$ cat src/rtl/uart_arb.sv
// UART command endpoint: 8N1 RX, "OK"/"KO" line parser, 8N1 TX with reply/echo arbiter.
// Optional byte echo is enabled with `define UART_ECHO_EN.
`timescale 1ns/1ps
module uart_arb #(
   parameter int CLKS_PER_BIT = 868
) (
   input  logic clk,
   input  logic rst_n,
   input  logic data_in_RX,
   output logic data_out_TX,
   output logic led_1,
   output logic led_2
);
   localparam int CW = $clog2(CLKS_PER_BIT);
   localparam logic [CW-1:0] BIT_END  = CW'(CLKS_PER_BIT - 1);
   localparam logic [CW-1:0] HALF_END = CW'(CLKS_PER_BIT / 2 - 1);

   localparam logic [1:0] S_IDLE  = 2'd0;
   localparam logic [1:0] S_START = 2'd1;
   localparam logic [1:0] S_DATA  = 2'd2;
   localparam logic [1:0] S_STOP  = 2'd3;

   localparam logic [7:0] CH_CR = 8'h0D;
   localparam logic [7:0] CH_LF = 8'h0A;
   localparam logic [7:0] CH_O  = 8'h4F;
   localparam logic [7:0] CH_K  = 8'h4B;
   localparam logic [7:0] CH_E  = 8'h45;
   localparam logic [7:0] CH_R  = 8'h52;

   logic [1:0]    r_sync;
   logic          w_rx;
   logic [1:0]    r_rx_st;
   logic [CW-1:0] r_rx_cnt;
   logic [2:0]    r_rx_idx;
   logic [7:0]    r_rx_byte;
   logic          r_rx_valid;

   logic [7:0] r_prev, r_last;
   logic [7:0] r_rep_c0, r_rep_c1;
   logic       r_rep_act;
   logic [2:0] r_rep_idx;
   logic       r_led1, r_led2;
   logic       w_is_ok, w_is_ko;
   logic [7:0] w_rep_byte;

   logic [1:0]    r_tx_st;
   logic [CW-1:0] r_tx_cnt;
   logic [2:0]    r_tx_idx;
   logic [7:0]    r_tx_shr;
   logic          r_tx_out;
   logic          w_tx_idle;
   logic          w_grant_echo, w_grant_rep, w_tx_load;
   logic [7:0]    w_echo_byte, w_tx_data;

   always_ff @(posedge clk or negedge rst_n) begin
      if (!rst_n) r_sync <= 2'b11;
      else        r_sync <= {r_sync[0], data_in_RX};
   end
   assign w_rx = r_sync[1];

   // START re-checks the line at mid-bit so a short glitch falls back to IDLE
   always_ff @(posedge clk or negedge rst_n) begin
      if (!rst_n) begin
         r_rx_st    <= S_IDLE;
         r_rx_cnt   <= '0;
         r_rx_idx   <= '0;
         r_rx_byte  <= '0;
         r_rx_valid <= 1'b0;
      end else begin
         r_rx_valid <= 1'b0;
         unique case (r_rx_st)
            S_IDLE: begin
               if (!w_rx) begin
                  r_rx_st  <= S_START;
                  r_rx_cnt <= '0;
               end
            end
            S_START: begin
               if (r_rx_cnt == HALF_END) begin
                  r_rx_cnt <= '0;
                  r_rx_idx <= '0;
                  r_rx_st  <= w_rx ? S_IDLE : S_DATA;
               end else r_rx_cnt <= r_rx_cnt + 1'b1;
            end
            S_DATA: begin
               if (r_rx_cnt == BIT_END) begin
                  r_rx_cnt  <= '0;
                  r_rx_byte <= {w_rx, r_rx_byte[7:1]};
                  r_rx_idx  <= r_rx_idx + 1'b1;
                  if (r_rx_idx == 3'd7) r_rx_st <= S_STOP;
               end else r_rx_cnt <= r_rx_cnt + 1'b1;
            end
            default: begin
               if (r_rx_cnt == BIT_END) begin
                  r_rx_valid <= w_rx;
                  r_rx_st    <= S_IDLE;
               end else r_rx_cnt <= r_rx_cnt + 1'b1;
            end
         endcase
      end
   end

   assign w_is_ok = (r_prev == CH_O) && (r_last == CH_K);
   assign w_is_ko = (r_prev == CH_K) && (r_last == CH_O);

   // Reply stays active until its LF has left the wire, so a CR mid-reply is dropped
   always_ff @(posedge clk or negedge rst_n) begin
      if (!rst_n) begin
         r_prev    <= '0;
         r_last    <= '0;
         r_rep_c0  <= '0;
         r_rep_c1  <= '0;
         r_rep_act <= 1'b0;
         r_rep_idx <= '0;
         r_led1    <= 1'b0;
         r_led2    <= 1'b0;
      end else begin
         if (w_grant_rep) r_rep_idx <= r_rep_idx + 1'b1;
         else if (r_rep_act && r_rep_idx[2] && w_tx_idle) r_rep_act <= 1'b0;
         if (r_rx_valid) begin
            if (r_rx_byte == CH_CR) begin
               r_prev <= '0;
               r_last <= '0;
               if (w_is_ok) begin
                  r_led1 <= 1'b1;
                  r_led2 <= 1'b0;
               end else if (w_is_ko) begin
                  r_led1 <= 1'b0;
                  r_led2 <= 1'b1;
               end
               if (!r_rep_act) begin
                  r_rep_act <= 1'b1;
                  r_rep_idx <= '0;
                  r_rep_c0  <= w_is_ok ? CH_O : (w_is_ko ? CH_K : CH_E);
                  r_rep_c1  <= w_is_ok ? CH_K : (w_is_ko ? CH_O : CH_R);
               end
            end else if (r_rx_byte != CH_LF) begin
               r_prev <= r_last;
               r_last <= r_rx_byte;
            end
         end
      end
   end

   always_comb begin
      w_rep_byte = CH_LF;
      unique case (r_rep_idx[1:0])
         2'd0:    w_rep_byte = r_rep_c0;
         2'd1:    w_rep_byte = r_rep_c1;
         2'd2:    w_rep_byte = CH_CR;
         default: w_rep_byte = CH_LF;
      endcase
   end

`ifdef UART_ECHO_EN
   logic [7:0] r_echo;
   logic       r_echo_full;

   always_ff @(posedge clk or negedge rst_n) begin
      if (!rst_n) begin
         r_echo      <= '0;
         r_echo_full <= 1'b0;
      end else if (r_rx_valid && (!r_echo_full || w_grant_echo)) begin
         r_echo      <= r_rx_byte;
         r_echo_full <= 1'b1;
      end else if (w_grant_echo) begin
         r_echo_full <= 1'b0;
      end
   end
   assign w_grant_echo = r_echo_full & w_tx_idle;
   assign w_echo_byte  = r_echo;
`else
   assign w_grant_echo = 1'b0;
   assign w_echo_byte  = 8'h00;
`endif

   assign w_tx_idle   = (r_tx_st == S_IDLE);
   assign w_grant_rep = r_rep_act & ~r_rep_idx[2] & w_tx_idle & ~w_grant_echo;
   assign w_tx_load   = w_grant_echo | w_grant_rep;
   assign w_tx_data   = w_grant_echo ? w_echo_byte : w_rep_byte;

   always_ff @(posedge clk or negedge rst_n) begin
      if (!rst_n) begin
         r_tx_st  <= S_IDLE;
         r_tx_cnt <= '0;
         r_tx_idx <= '0;
         r_tx_shr <= '0;
         r_tx_out <= 1'b1;
      end else begin
         unique case (r_tx_st)
            S_IDLE: begin
               r_tx_out <= 1'b1;
               if (w_tx_load) begin
                  r_tx_shr <= w_tx_data;
                  r_tx_cnt <= '0;
                  r_tx_out <= 1'b0;
                  r_tx_st  <= S_START;
               end
            end
            S_START: begin
               if (r_tx_cnt == BIT_END) begin
                  r_tx_cnt <= '0;
                  r_tx_idx <= '0;
                  r_tx_out <= r_tx_shr[0];
                  r_tx_shr <= {1'b0, r_tx_shr[7:1]};
                  r_tx_st  <= S_DATA;
               end else r_tx_cnt <= r_tx_cnt + 1'b1;
            end
            S_DATA: begin
               if (r_tx_cnt == BIT_END) begin
                  r_tx_cnt <= '0;
                  if (r_tx_idx == 3'd7) begin
                     r_tx_out <= 1'b1;
                     r_tx_st  <= S_STOP;
                  end else begin
                     r_tx_idx <= r_tx_idx + 1'b1;
                     r_tx_out <= r_tx_shr[0];
                     r_tx_shr <= {1'b0, r_tx_shr[7:1]};
                  end
               end else r_tx_cnt <= r_tx_cnt + 1'b1;
            end
            default: begin
               if (r_tx_cnt == BIT_END) r_tx_st <= S_IDLE;
               else r_tx_cnt <= r_tx_cnt + 1'b1;
            end
         endcase
      end
   end

   assign data_out_TX = r_tx_out;
   assign led_1       = r_led1;
   assign led_2       = r_led2;
endmodule

$ cat config.mk
export PLATFORM = sky130hd
export DESIGN_NAME = uart_arb
export DESIGN_NICKNAME = d
export VERILOG_FILES = /design/src/rtl/uart_arb.sv
export SDC_FILE = /design/constraint.sdc
export NUM_CORES = 1
export LEC_CHECK = 0
export CORE_MARGIN = 4
export CORE_UTILIZATION = 23
export DETAILED_ROUTE_END_ITERATION = 10
export DONT_BUFFER_PORTS = 1
export GPL_TIMING_DRIVEN = 0
export HOLD_SLACK_MARGIN = 0.15
export PLACE_DENSITY = 0.37
export SYNTH_ARGS = -nofsm -noshare
export SYNTH_HDL_FRONTEND = slang
export SYNTH_SLANG_ARGS = --single-unit
$ cat constraint.sdc
create_clock -name clk -period 5.9 [get_ports clk]
set_input_delay 0.885 -clock clk [delete_from_list [all_inputs] [get_ports clk]]
set_output_delay 0.885 -clock clk [all_outputs]
set_load 0.1 [all_outputs]
## After elaboration in Yosys (flattened, before gate mapping)

Index checks and enable logic that the tools add are counted.

| operators by class | value |
|---|---|
| add/subtract/negate cells | 5 |
| equal/unequal tests | 28 |
| multiplexer cells | 63 |
| bitwise gates (word level) | 4 |
| reduce and logical (&&, ||, !) cells | 28 |

Operators with widths:

| operator | count |
|---|---|
| $mux W10 | 7 |
| $mux W8 | 8 |
| $pmux W8 S3 | 2 |
| $eq A8 B7 Y1 const B | 4 |
| $pmux W10 S3 | 1 |
| $mux W3 | 9 |
| $mux W2 | 11 |
| $add A10 B1 Y10 const B | 2 |
| $eq A10 B10 Y1 const B | 2 |
| $pmux W10 S2 | 1 |
| $ne A2 B2 Y1 const B | 8 |
| $mux W1 | 15 |
| $reduce_and A5 Y1 | 3 |
| $pmux W2 S3 | 2 |
| $pmux W3 S2 | 2 |
| $reduce_and A3 Y1 | 4 |
| $eq A10 B9 Y1 const B | 1 |
| $mux W5 | 2 |
| $reduce_bool A2 Y1 | 5 |
| $add A3 B1 Y3 const B | 3 |
| $eq A8 B4 Y1 const B | 1 |
| $mux W4 | 2 |
| $ne A8 B4 Y1 const B | 1 |
| $reduce_and A2 Y1 | 4 |
| other kinds (15) | 28 |

| word-level totals | value |
|---|---|
| register bits | 88 |
| bits of input ports | 3 |
| output and inout bits | 3 |
| word-level logic and storage cells | 147 |

## Logic depth before layout (Yosys ltp)

Gate-level depths: netlist (run 1).

| logic depth | value |
|---|---|
| depth after elaboration | 7 |
| mapped depth | 8 |
| mapped depth without buffers | 7 |

## Worst setup path after synthesis (run 1)

No wires, ideal clock.

| timing | value |
|---|---|
| kind | register to register |
| start | register r_tx_cnt[0] |
| end | register r_tx_shr[0] |
| library setup time | 0.125 ns |
| arrival time | 1.906 ns |
| required time | 5.775 ns |
| path slack | 3.869 ns |
| stages on the path, launching flop included | 8 |
| buffers on the path | 1 |
| period minus slack after synthesis | 2.031 ns |
| cells stage by stage | dfrtp_1 -> ha_1 -> and4bb_1 -> and3b_1 -> buf_2 -> nand2_1 -> a221oi_4 -> mux2_2 |

| on the way | value |
|---|---|
| cells in the longest elaborated chain, start to end | 3 |
| elaborated cells on any way between the ends | 4 |
| those cells by class | eq/ne: 3; reduce/logical: 1 |

Ends and longest elaborated chain:

| element | line | text |
|---|---|---|
| start, declared | 47 | `logic [CW-1:0] r_tx_cnt;` |
| start signal, assigned | 207 | `end else r_tx_cnt <= r_tx_cnt + 1'b1;` |
| start signal, assigned | 220 | `end else r_tx_cnt <= r_tx_cnt + 1'b1;` |
| start signal, assigned | 224 | `else r_tx_cnt <= r_tx_cnt + 1'b1;` |
| $eq A10 B10 Y1 (*) | 201, 210 |  |
| $ne A2 B2 Y1 (no line) | - |  |
| $reduce_and A5 Y1 (no line) (*) | - |  |
| end signal, assigned | 194 | `r_tx_shr <= w_tx_data;` |
| end signal, assigned | 205 | `r_tx_shr <= {1'b0, r_tx_shr[7:1]};` |
| end signal, assigned | 218 | `r_tx_shr <= {1'b0, r_tx_shr[7:1]};` |
| end, declared | 49 | `logic [7:0] r_tx_shr;` |

Every way passes the cells marked *; elsewhere a longest branch is shown, timed or not.
A chain may end at the register's enable or synchronous reset.

## Final worst setup path (run 1)

| timing | value |
|---|---|
| start | register r_tx_cnt[0] |
| end | register r_tx_shr[2] |

Same word-level chain as after synthesis.

==> results.md, run 1 <==
- Die area: approximately 19000 um2
- Final setup TNS: 0 ns
- Residual DRC: 0
- Die Span Y: 137 um
- Post-Syn Nets: 389
- Clk_lat worst skew: roughly 0.34 ns
- Detailed-route vias per instance: about 4.6
- Pre-Repair DR Iteration Count: 4
- Starting Density: 23.7%
- Max FO, Critical Path: 7
- Starting DRT DRC Count: 114
- Combinational power share: 0.1%
- CP startpoint kind: flip-flop
- Mapped cell area: 3820 um2
- Clock skew after layout: 0.00468 ns
- Met1 Usage GRT: 12.7%
- Max-slew violations: 0
- Placed insts: 587
- Setup ws final: 3.58 ns
- Crit path kind: reg2reg
- Critical path required time: 6.13 ns
- Max Buffers Root-to-Sink: 2
- Largest net degree at the start of global routing: 77
- WP data arrival: 2.54 ns
- Clock Sinks: 76
- Slowest CP cell: a221oi_4
- Power Internal: between 0.8 and 0.9 mW
- Layout Area Growth over Synthesis: 14.4%
- Core area: around 16000 um2
- Crit path from: r_tx_cnt[0]
- Relative slew slack: 38.7%
- Routing usage on met2: 14.1%
- Area of the multi-input gates: roughly 1800 um2
- Antenna violation net count after detailed routing: 0
- First-pass GRT wire length: 13900 um
- Clk pwr share: 50.0%
- FF-to-FF Start: r_tx_cnt[0]
- Top-level I/O count: 6
- # diodes: 0
- Initial antenna violation count: 0
- Resized cells post-CTS: 0
- F_max: 432 MHz
- Vias in the first global route: ~2700
- Reg area: 1910 um2
- R2r setup slk: between 3 and 4 ns
- # fillers: 1740
- Part of the power in registers: around half
- Final WL: 8030 um
- Num CTS Buffers: 9
- #FFs+latches synth: 76
- CP endpoint kind: flip-flop
- Yosys warning count: 0
- Die width: about 140 um
- Max-cap viol count: 0
- Worst r2r path cells: 7
- Unrepaired setup endpoints after global routing: no
- Vias: 2745
- Standard-cell rows: 46
- CP peak stage delay: 0.52 ns
- Clk root buf: clkbuf_16
- Most Crowded Layer GR: met2
- Sw power: approximately 0.23 mW
- Avg WL per Cell: 13.3 um
- Synth unique cells: 53
- Port bufs: 0
- Synth Flop Type: dfrtp_1
- Post-route design area: 4370 um2
- Routability cong.: 0.739
- Share of layout cells above drive strength 1: 12.7%
- Dpl hpwl: 5350 um
- Final core occ: 27.1%
- CTS tree: done
- CTS clk-pin slew, worst paths: around 0.06 ns
- Pre-CTS setup slack: around 3.6 ns
- Slew at the pin closest to its max-slew limit: 0.919 ns
- Grt ovf: 0
- Worst-path cell chain: ha_1, and4bb_1, and3b_1, buf_2, nand2_1, a221oi_4, mux2_2
- Dpl cell area: 4100 um2
- Hold/Removal Path Class: in2async
- Met3 GRT Util: 3.01%
- Final Critical Period: 2.32 ns
- Tcrit/Tclk final: 39.3%
- Sequential share of the synthesized area: about 50%
- Ys async rst share: 100%
- Clock H-tree levels: 3
- Synthesized instance count: 371
- Maximum vdd ir drop: 0.127 mV
- Leakage power: between 1.5 and 2 nW
- Setup Viol. Count Final: 0
- Outcome: completed
- Total GRT Usage: 9.40%
- Worst R2R End: r_tx_shr[2]
- Final-report hold violation count: 0
- PwrDens: about 240 nW/um2
- Final non-filler cell total: ~600
- Sw Share: between 20% and 30%
- Hold-fix buffers, CTS: 0
- EDFF count, synth: 0
- # Post-CTS Setup Buffers: 0
- Nets: 400
- Post-Syn Area per Cell: 10.3 um2
worst max path at each step:
stage / slack, ns / to / cells after the start
after floorplan: 3.87 / r_tx_shr[0] / 7
after global placement: 3.59 / r_tx_shr[6] / 7
after detailed placement: 3.57 / r_tx_shr[3] / 7
after CTS: 3.56 / r_tx_shr[2] / 7
after global routing: 3.43 / r_tx_shr[6] / 7
final: 3.58 / r_tx_shr[2] / 7
state kept, by name (all words and copies together) (netlist names):
name	cells
r_last	8
r_rep_c1	4
r_rx_st	2
r_tx_idx	3
r_tx_shr	7
data_out_TX	1
r_tx_st	2
r_rep_c0	1
led_2	1
r_rx_idx	3
r_tx_cnt	10
r_prev	8
r_sync	2
r_rep_act	1
r_rx_cnt	10
r_rep_idx	3
led_1	1
r_rx_byte	8
r_rx_valid	1
kinds of logic (layout without fill, tap and decap cells):
| kind of cell | count (synthesis) | count (layout) | synth area share, % |
|---|---|---|---|
| buffers and inverters | 26 | 42 | 2.62 |
| XOR/XNOR | 8 | 8 | 1.83 |
| adder cells (fa/ha/maj) | 15 | 15 | 4.91 |
| AND/OR/NAND/NOR | 141 | 141 | 19.4 |
| multiplexers | 22 | 22 | 6.38 |
| flip-flops | 76 | 76 | 49.8 |
| AO/OA/AOI/OAI | 83 | 83 | 15.0 |
synthesized netlist by cell type, types with 2 or more instances:
cell,number,area share [%]
a211oi_1,2,0.39
a21oi_1,12,1.6
a221oi_1,3,0.69
a22o_1,19,4.4
a31o_2,2,0.46
a31oi_1,3,0.49
and2_1,2,0.33
and3_1,2,0.33
and3b_1,3,0.69
buf_2,2,0.26
clkbuf_1,10,0.98
dfrtp_1,73,48
dfstp_2,3,2.1
ha_1,15,4.9
inv_1,14,1.4
mux2_2,19,5.6
mux2i_1,3,0.79
nand2_1,44,4.3
nand2b_1,6,0.98
nand3_1,21,2.7
nand4_1,3,0.49
nand4b_1,2,0.46
nor2_1,18,1.8
nor2b_1,4,0.65
nor3_1,10,1.3
nor3b_1,4,0.79
nor4_1,3,0.49
o211ai_1,2,0.39
o21a_1,3,0.59
o21ai_0,25,3.3
o22a_1,3,0.69
o22ai_1,2,0.33
o31ai_1,2,0.39
or2_2,2,0.33
or3_1,6,0.98
xnor2_1,7,1.6
layer usage:
layer | share of wire, % | vias up
met3 | 2.8 | 11
met1 | 50 | 1343
met2 | 45 | 18
li1 | - | 1373
met4 | 1.6 | 0
met5 | 0 | -
power groups by stage:
stage	combinational [mW]	sequential, mW	clock, mW
floorplan	0.000656	0.532	0
global placement	0.000687	0.533	0
detailed placement	0.000696	0.533	0
CTS	0.000694	0.523	0.546
global route	0.000802	0.523	0.570
finish	0.000694	0.523	0.523
cell usage in the layout (no fill, tap or decap), types with 6 or more instances in the layout:
| cell type | instances |
|---|---|
| nand3_1 | 21 |
| nand2_1 | 44 |
| xnor2_1 | 7 |
| nor3_1 | 10 |
| nor2_1 | 18 |
| inv_1 | 14 |
| clkbuf_1 | 10 |
| dfrtp_1 | 73 |
| clkbuf_16 | 9 |
| or3_1 | 6 |
| mux2_2 | 19 |
| a22o_1 | 19 |
| a21oi_1 | 12 |
| nand2b_1 | 6 |
| ha_1 | 15 |
| o21ai_0 | 25 |
cell type report:
type / count / share of cell area, %
plain buffers: 12 / 1.09
clock buffers: 10 / 5.46
clock inverters: 6 / 0.915
inverters: 14 / 1.20
multi-input cells: 269 / 41.6
flip-flops and latches: 76 / 43.6
well taps: 216 / 6.18
worst max-delay path: cells and delay by family, from the launching register on:
family / cells / cell delay, ns
AND/OR/NAND/NOR: 3 / 0.48
adder cells (fa/ha/maj): 1 / 0.25
buffers and inverters: 1 / 0.17
AO/OA/AOI/OAI: 1 / 0.52
multiplexers: 1 / 0.39
flip-flops: 1 / 0.39
metrics by stage:
step	hold slack, ns	total power [mW]
6_report	0.238	1.05
5_1_grt	0.218	1.09
4_1_cts	0.222	1.07
3_5_place_dp	0.349	0.533
3_3_place_gp	0.348	0.533
2_1_floorplan	0.345	0.533
Power figures use the tool's default switching activity.
==> run 2, diff against run 1 <==
Clock period 5.9 ns to 2.3 ns, I/O delays scaled along.
==> run 2 against run 1 <==
  * Clock skew about the same
  * Wire length up 0.63%
  * Count of clock-buffer cells in the layout is the same
  * Cell area up 2.3%
  * Critical endpoint unchanged
  * Maximum frequency up 6.2%
  * First-iteration DRC count shrank 3.5%
==> results.md, run 2 (synthesized netlist as in run 1, its figures left out) <==
- Initial antenna violation count: 0 (unchanged)
- Residual DRC: 0 (unchanged)
- Crit path from: r_tx_cnt[0]
- Crit path kind: reg2reg
- F_max: 458 MHz (+6.2%)
- Standard-cell rows: 46 (unchanged)
- Starting Density: 23.7% (unchanged)
- Hold/Removal Path Class: reg2reg
- Top-level I/O count: 6 (unchanged)
- Share of layout cells above drive strength 1: 14.6% (+1.9 points)
- CP peak stage delay: 0.43 ns (-0.09 ns)
- Area of the multi-input gates: 1850 um2 (+1.6%)
- Die Span Y: 137 um (unchanged)
- Grt ovf: 0 (unchanged)
- Die area: 18800 um2 (unchanged)
- Final-report hold violation count: 0 (unchanged)
- Pwr Total: 2.72 mW (+160%)
- Die width: 137 um (unchanged)
- Clk_lat worst skew: 0.34 ns (about the same)
- Most common cell after layout, fill and taps aside: dfrtp_1
- Final Critical Period: 2.18 ns (-0.135 ns)
- Worst R2R End: r_tx_shr[2]
- Tcrit/Tclk final: 94.9% (+56 points)
- Outcome: completed
- Relative slew slack: 38.7% (about the same)
- Nets: 404 (+1.0%)
- Starting DRT DRC Count: 110 (-3.5%)
- CTS clk-pin slew, worst paths: 0.06 ns (about the same)
- Layout Area Growth over Synthesis: 17.0%
- Dpl hpwl: 5350 um (unchanged)
- Critical path required time: 2.53 ns (-3.60 ns)
- Setup Viol. Count Final: 0 (unchanged)
- Largest net degree at the start of global routing: 77 (unchanged)
- Final WL: 8090 um (+0.63%)
- First-pass GRT wire length: 13900 um (+0.25%)
- CP startpoint kind: flip-flop
- Max FO, Critical Path: 7 (unchanged)
- Avg WL per Cell: 13.3 um (about the same)
- Post-route design area: 4480 um2 (+2.3%)
- Clock Sinks: 76 (unchanged)
- Slew at the pin closest to its max-slew limit: 0.919 ns (+0.0000925 ns)
- CTS tree: done
- Max Buffers Root-to-Sink: 2 (unchanged)
- Clock skew after layout: 0.00515 ns (+0.000471 ns)
- Port bufs: 0 (unchanged)
- Reg area: 1910 um2 (unchanged)
- Most frequent cells in the layout: dfrtp_1, nand2_1, o21ai_0
- Slowest CP cell: dfrtp_1
- Vias: 2770 (+0.91%)
- Max-slew violations: 0 (unchanged)
- WP data arrival: 2.41 ns (-0.13 ns)
- Top flop regs: r_rx_cnt x10, r_tx_cnt x10
- Worst r2r path cells: 8 (+1)
- Final setup TNS: 0 ns (unchanged)
- Pre-Repair DR Iteration Count: 4 (unchanged)
- Worst-path cell chain: ha_4, and4bb_1, and3b_1, buf_2, nand2_1, a221oi_4, buf_12, mux2_2
- Clock H-tree levels: 3 (unchanged)
- R2r setup slk: 0.12 ns (-3.46 ns)
- Dpl cell area: 4100 um2 (unchanged)
- Routability cong.: 0.739 (unchanged)
- Antenna violation net count after detailed routing: 0 (unchanged)
- Unrepaired setup endpoints after global routing: no
- Max-cap viol count: 0 (unchanged)
- Core area: 16100 um2 (unchanged)
- Leakage power: 1.96 nW (+2.0%)
- # diodes: 0 (unchanged)
- FF-to-FF Start: r_tx_cnt[0]
- PwrDens: 608 nW/um2 (+150%)
- Clk root buf: clkbuf_16
- Total GRT Usage: 9.41% (about the same)
- Detailed-route vias per instance: 4.56 (+0.25%)
- Vias in the first global route: 2725 (+0.66%)
- # fillers: 1722 (-1.0%)
- Maximum vdd ir drop: 0.325 mV (+160%)
- Num CTS Buffers: 9 (unchanged)
- Setup crit end: r_tx_shr[2]
- CP endpoint kind: flip-flop
[run 2: worst max-delay path: cells and delay by family (launching register included)]
kind / cells / cell delay [ns]
buffers and inverters: 2 / 0.33
AO/OA/AOI/OAI: 1 / 0.33
flip-flops: 1 / 0.43
multiplexers: 1 / 0.33
AND/OR/NAND/NOR: 3 / 0.47
adder cells (fa/ha/maj): 1 / 0.18
[run 2: layer usage]
layer | GRT usage [%] | vias to the layer above | wire length, um
li1 | - | 1378 | -
met3 | 2.98 | 12 | 244
met1 | 12.8 | 1354 | 4040
met2 | 14.0 | 26 | 3670
met5 | 0 | - | 0
met4 | 3.33 | 0 | 133
[run 2: what timing repair did]
item                                   in CTS  in global routing
setup endpoints to repair                   6                 24
pin swaps                                   1                  1
gates resized for setup                     0                  9
hold buffers                                3                  0
endpoints found under the hold margin      77                  0
buffers inserted                            1                  1
[run 2: how the worst min path moves through the flow]
stage / end / depth (start not counted) / startpoint / slack (ns)
final: r_sync[1] / 0 / r_sync[0] / 0.36
after global routing: r_sync[1] / 0 / r_sync[0] / 0.36
after CTS: r_sync[1] / 0 / r_sync[0] / 0.36
after detailed placement: r_tx_idx[0] / 0 / rst_n / 0.06
after global placement: r_tx_idx[1] / 0 / rst_n / 0.05
after floorplan: led_1 / 0 / rst_n / 0.05
[run 2: per-stage QoR]
| step | setup slack, ns | hold slack [ns] | utilization [%] | instances |
|---|---|---|---|---|
| floorplan | 0.269 | 0.0494 | - | 371 |
| global placement | -0.0133 | 0.0550 | 25.4 | 587 |
| detailed placement | -0.0260 | 0.0553 | 25.4 | 587 |
| global route | 0.00519 | 0.365 | 27.8 | 607 |
| CTS | 0.0643 | 0.358 | 27.6 | 607 |
| finish | 0.118 | 0.356 | 27.8 | 607 |
[run 2: layout make-up]
cell class                 instances  share of cell area (%)
buffer                            11                    1.03
clock buffer                      10                    5.34
clock inverter                     6                   0.894
inverter                          14                    1.17
multi-input combinational        269                    41.3
sequential                        76                    42.6
tap                              216                    6.04
timing repair buffer               5                    1.68
[run 2: power breakdown]
part | internal (mW) | switching [mW] | total, mW | leakage, nW
logic | 0.00818 | 0.0281 | 0.0363 | 0.786
registers | 1.34 | 0.00146 | 1.34 | 1.04
clock network | 0.758 | 0.588 | 1.35 | 0.138
==> run 3, diff against run 2 <==
Settings changed: PLACE_DENSITY 0.37 to unset, PLACE_DENSITY_LB_ADDON set to 0.15, SKIP_LAST_GASP set to 1.
==> run 3 against run 2 <==
  * Combinational power is 1% lower
  * Count of clock-buffer cells in the layout is 1 lower
  * Via count is 0.94% higher
  * Sequential cell count stayed put
  * Highest routed layer unchanged
  * Non-clock buffer count is 1 higher
  * Worst hold slack hardly changed
  * Clock power is 13% higher
  * Largest cell class unchanged
  * Total power is 6.8% higher
  * Final cell count is 0.16% higher
  * Largest power group unchanged
  * Core utilization is 0.33 points higher
  * Die area stayed put
  * First-iteration DRC count is 7.3% lower
==> results.md, run 3 (synthesized netlist as in run 1, its figures left out) <==
- Max-slew violations: 0 (unchanged)
- Final core occ: 28.1% (+0.33 points)
- Max Buffers Root-to-Sink: 2 (unchanged)
- Placed insts: 587 (unchanged)
- CTS tree: done
- Worst r2r path cells: 8 (unchanged)
- CTS clk-pin slew, worst paths: 0.06 ns (about the same)
- CP peak stage delay: 0.43 ns (about the same)
- Dpl hpwl: 5460 um (+2.1%)
- Outcome: completed
- Pwr Total: 2.91 mW (+6.8%)
- Clock Sinks: 76 (unchanged)
- Setup crit end: r_tx_shr[2]
- Layout Area Growth over Synthesis: 18.4%
- Initial antenna violation count: 0 (unchanged)
- Final non-filler cell total: 608 (+0.16%)
- Final setup TNS: 0 ns (unchanged)
- Largest net degree at the start of global routing: 77 (unchanged)
- Worst R2R End: r_tx_shr[2]
- Unrepaired setup endpoints after global routing: yes
- CP endpoint kind: flip-flop
- Crit path kind: reg2reg
- Most common cell after layout, fill and taps aside: dfrtp_1
- R2r setup slk: 0.10 ns (about the same)
- Critical path required time: 2.52 ns (about the same)
- Detailed-route vias per instance: 4.60 (+0.77%)
- Crit path from: r_tx_cnt[0]
- Standard-cell rows: 46 (unchanged)
- Core area: 16100 um2 (unchanged)
- Total GRT Usage: 9.37% (-0.040 points)
- Vias in the first global route: 2740 (+0.55%)
- Port bufs: 0 (unchanged)
- Starting Density: 23.7% (unchanged)
- Residual DRC: 0 (unchanged)
- Routability cong.: 0.737 (-0.24%)
- Relative slew slack: 34.6% (-4.1 points)
- F_max: 456 MHz (-0.62%)
- CP startpoint kind: flip-flop
- Top-level I/O count: 6 (unchanged)
- Max-cap viol count: 0 (unchanged)
- # diodes: 0 (unchanged)
- Die Span Y: 137 um (unchanged)
- Maximum vdd ir drop: 0.356 mV (+9.5%)
- PwrDens: 642 nW/um2 (+5.5%)
- WP data arrival: 2.42 ns (about the same)
- Slew at the pin closest to its max-slew limit: 0.981 ns (+0.0622 ns)
- Clock skew after layout: 0.00403 ns (-0.00112 ns)
- Clk_lat worst skew: 0.34 ns (about the same)
- Nets: 405 (+0.25%)
- Hold/Removal Path Class: reg2reg
- Antenna violation net count after detailed routing: 0 (unchanged)
- First-pass GRT wire length: 13900 um (about the same)
- Die width: 137 um (unchanged)
- Top flop regs: r_rx_cnt x10, r_tx_cnt x10
- Worst-path cell chain: ha_4, and4bb_1, and3b_1, buf_2, nand2_1, a221oi_4, buf_12, mux2_2
- Tcrit/Tclk final: 95.4% (+0.60 points)
- FF-to-FF Start: r_tx_cnt[0]
- Final-report hold violation count: 0 (unchanged)
- Final Critical Period: 2.20 ns (+0.0137 ns)
- Avg WL per Cell: 13.3 um (about the same)
- Max FO, Critical Path: 7 (unchanged)
- Vias: 2796 (+0.94%)
- Slowest CP cell: dfrtp_1
- Grt ovf: 0 (unchanged)
- Num CTS Buffers: 9 (unchanged)
- Leakage power: 1.97 nW (+0.61%)
- Clock H-tree levels: 3 (unchanged)
- Setup Viol. Count Final: 0 (unchanged)
- Final WL: 8100 um (+0.22%)
- Starting DRT DRC Count: 102 (-7.3%)
- Most frequent cells in the layout: dfrtp_1, nand2_1, o21ai_0
- Clk root buf: clkbuf_16
- Pre-Repair DR Iteration Count: 5 (+1)
- Die area: 18800 um2 (unchanged)
- Share of layout cells above drive strength 1: 14.5% (-0.037 points)
-- run 3: cell count changes in the layout (fill, tap and decap cells not counted), sizes merged --
cell / change
clkinv: -4
inv: +1
clkinvlp: +2
clkbuf: -1
bufinv: +2
buf: +1
-- run 3: metal layers --
metal / share of wire [%] / wire length [um] / GRT usage [%] / up-vias
met3: 4.1 / 335 / 4.01 / 7
met5: 0 / 0 / 0 / -
met1: 49 / 3980 / 12.2 / 1375
met4: 1.0 / 82 / 2.49 / 0
li1: - / - / - / 1382
met2: 46 / 3710 / 14.3 / 32
-- run 3: area by class of cell --
cell class / count / area (um2)
buffer: 11 / 45.0
clock buffer: 9 / 225
clock inverter: 7 / 100
fill: 1689 / 11600
inverter: 14 / 52.6
multi-input combinational: 269 / 1850
sequential: 76 / 1910
tap: 216 / 270
timing repair buffer: 6 / 82.6
-- run 3: worst min-delay path by stage --
| stage | to | slack, ns | from | cells past startpoint |
|---|---|---|---|---|
| 2_1_floorplan | led_1 | 0.05 | rst_n | 0 |
| 3_3_place_gp | r_tx_cnt[5] | 0.05 | rst_n | 0 |
| 3_5_place_dp | r_tx_cnt[7] | 0.05 | rst_n | 0 |
| 4_1_cts | r_sync[1] | 0.36 | r_sync[0] | 0 |
| 5_1_grt | r_sync[1] | 0.36 | r_sync[0] | 0 |
| 6_report | r_sync[1] | 0.36 | r_sync[0] | 0 |
-- run 3: what timing repair did --
action,4_1_cts,5_1_grt
cloned,0,0
setup buffers,1,2
setup endpoints to repair,6,22
resized for setup,0,7
pin swaps,1,1
hold buffers,3,0
hold endpoints to repair,77,0
-- run 3: worst max-delay path, delay by kind of cell (launching register included) --
| kind | cells | cell delay [ns] |
|---|---|---|
| mux | 1 | 0.33 |
| buf+inv | 2 | 0.33 |
| simple gates | 3 | 0.47 |
| compound gates | 1 | 0.33 |
| fa+ha+maj | 1 | 0.19 |
| flops | 1 | 0.43 |
-- run 3: power by group --
part,switching (mW),internal [mW]
Sequential,0.00137,1.34
Clock,0.576,0.955
Combinational,0.0277,0.00819
-- run 3: stage by stage --
stage                     setup WS, ns  hold slack (ns)  cell area [um2]
after floorplan                  0.269           0.0494             3820
after global placement         0.00272           0.0528             4100
after detailed placement       -0.0209           0.0533             4100
after CTS                       0.0319            0.356             4490
after global routing          -0.00812            0.362             4530
final                            0.105            0.356             4530
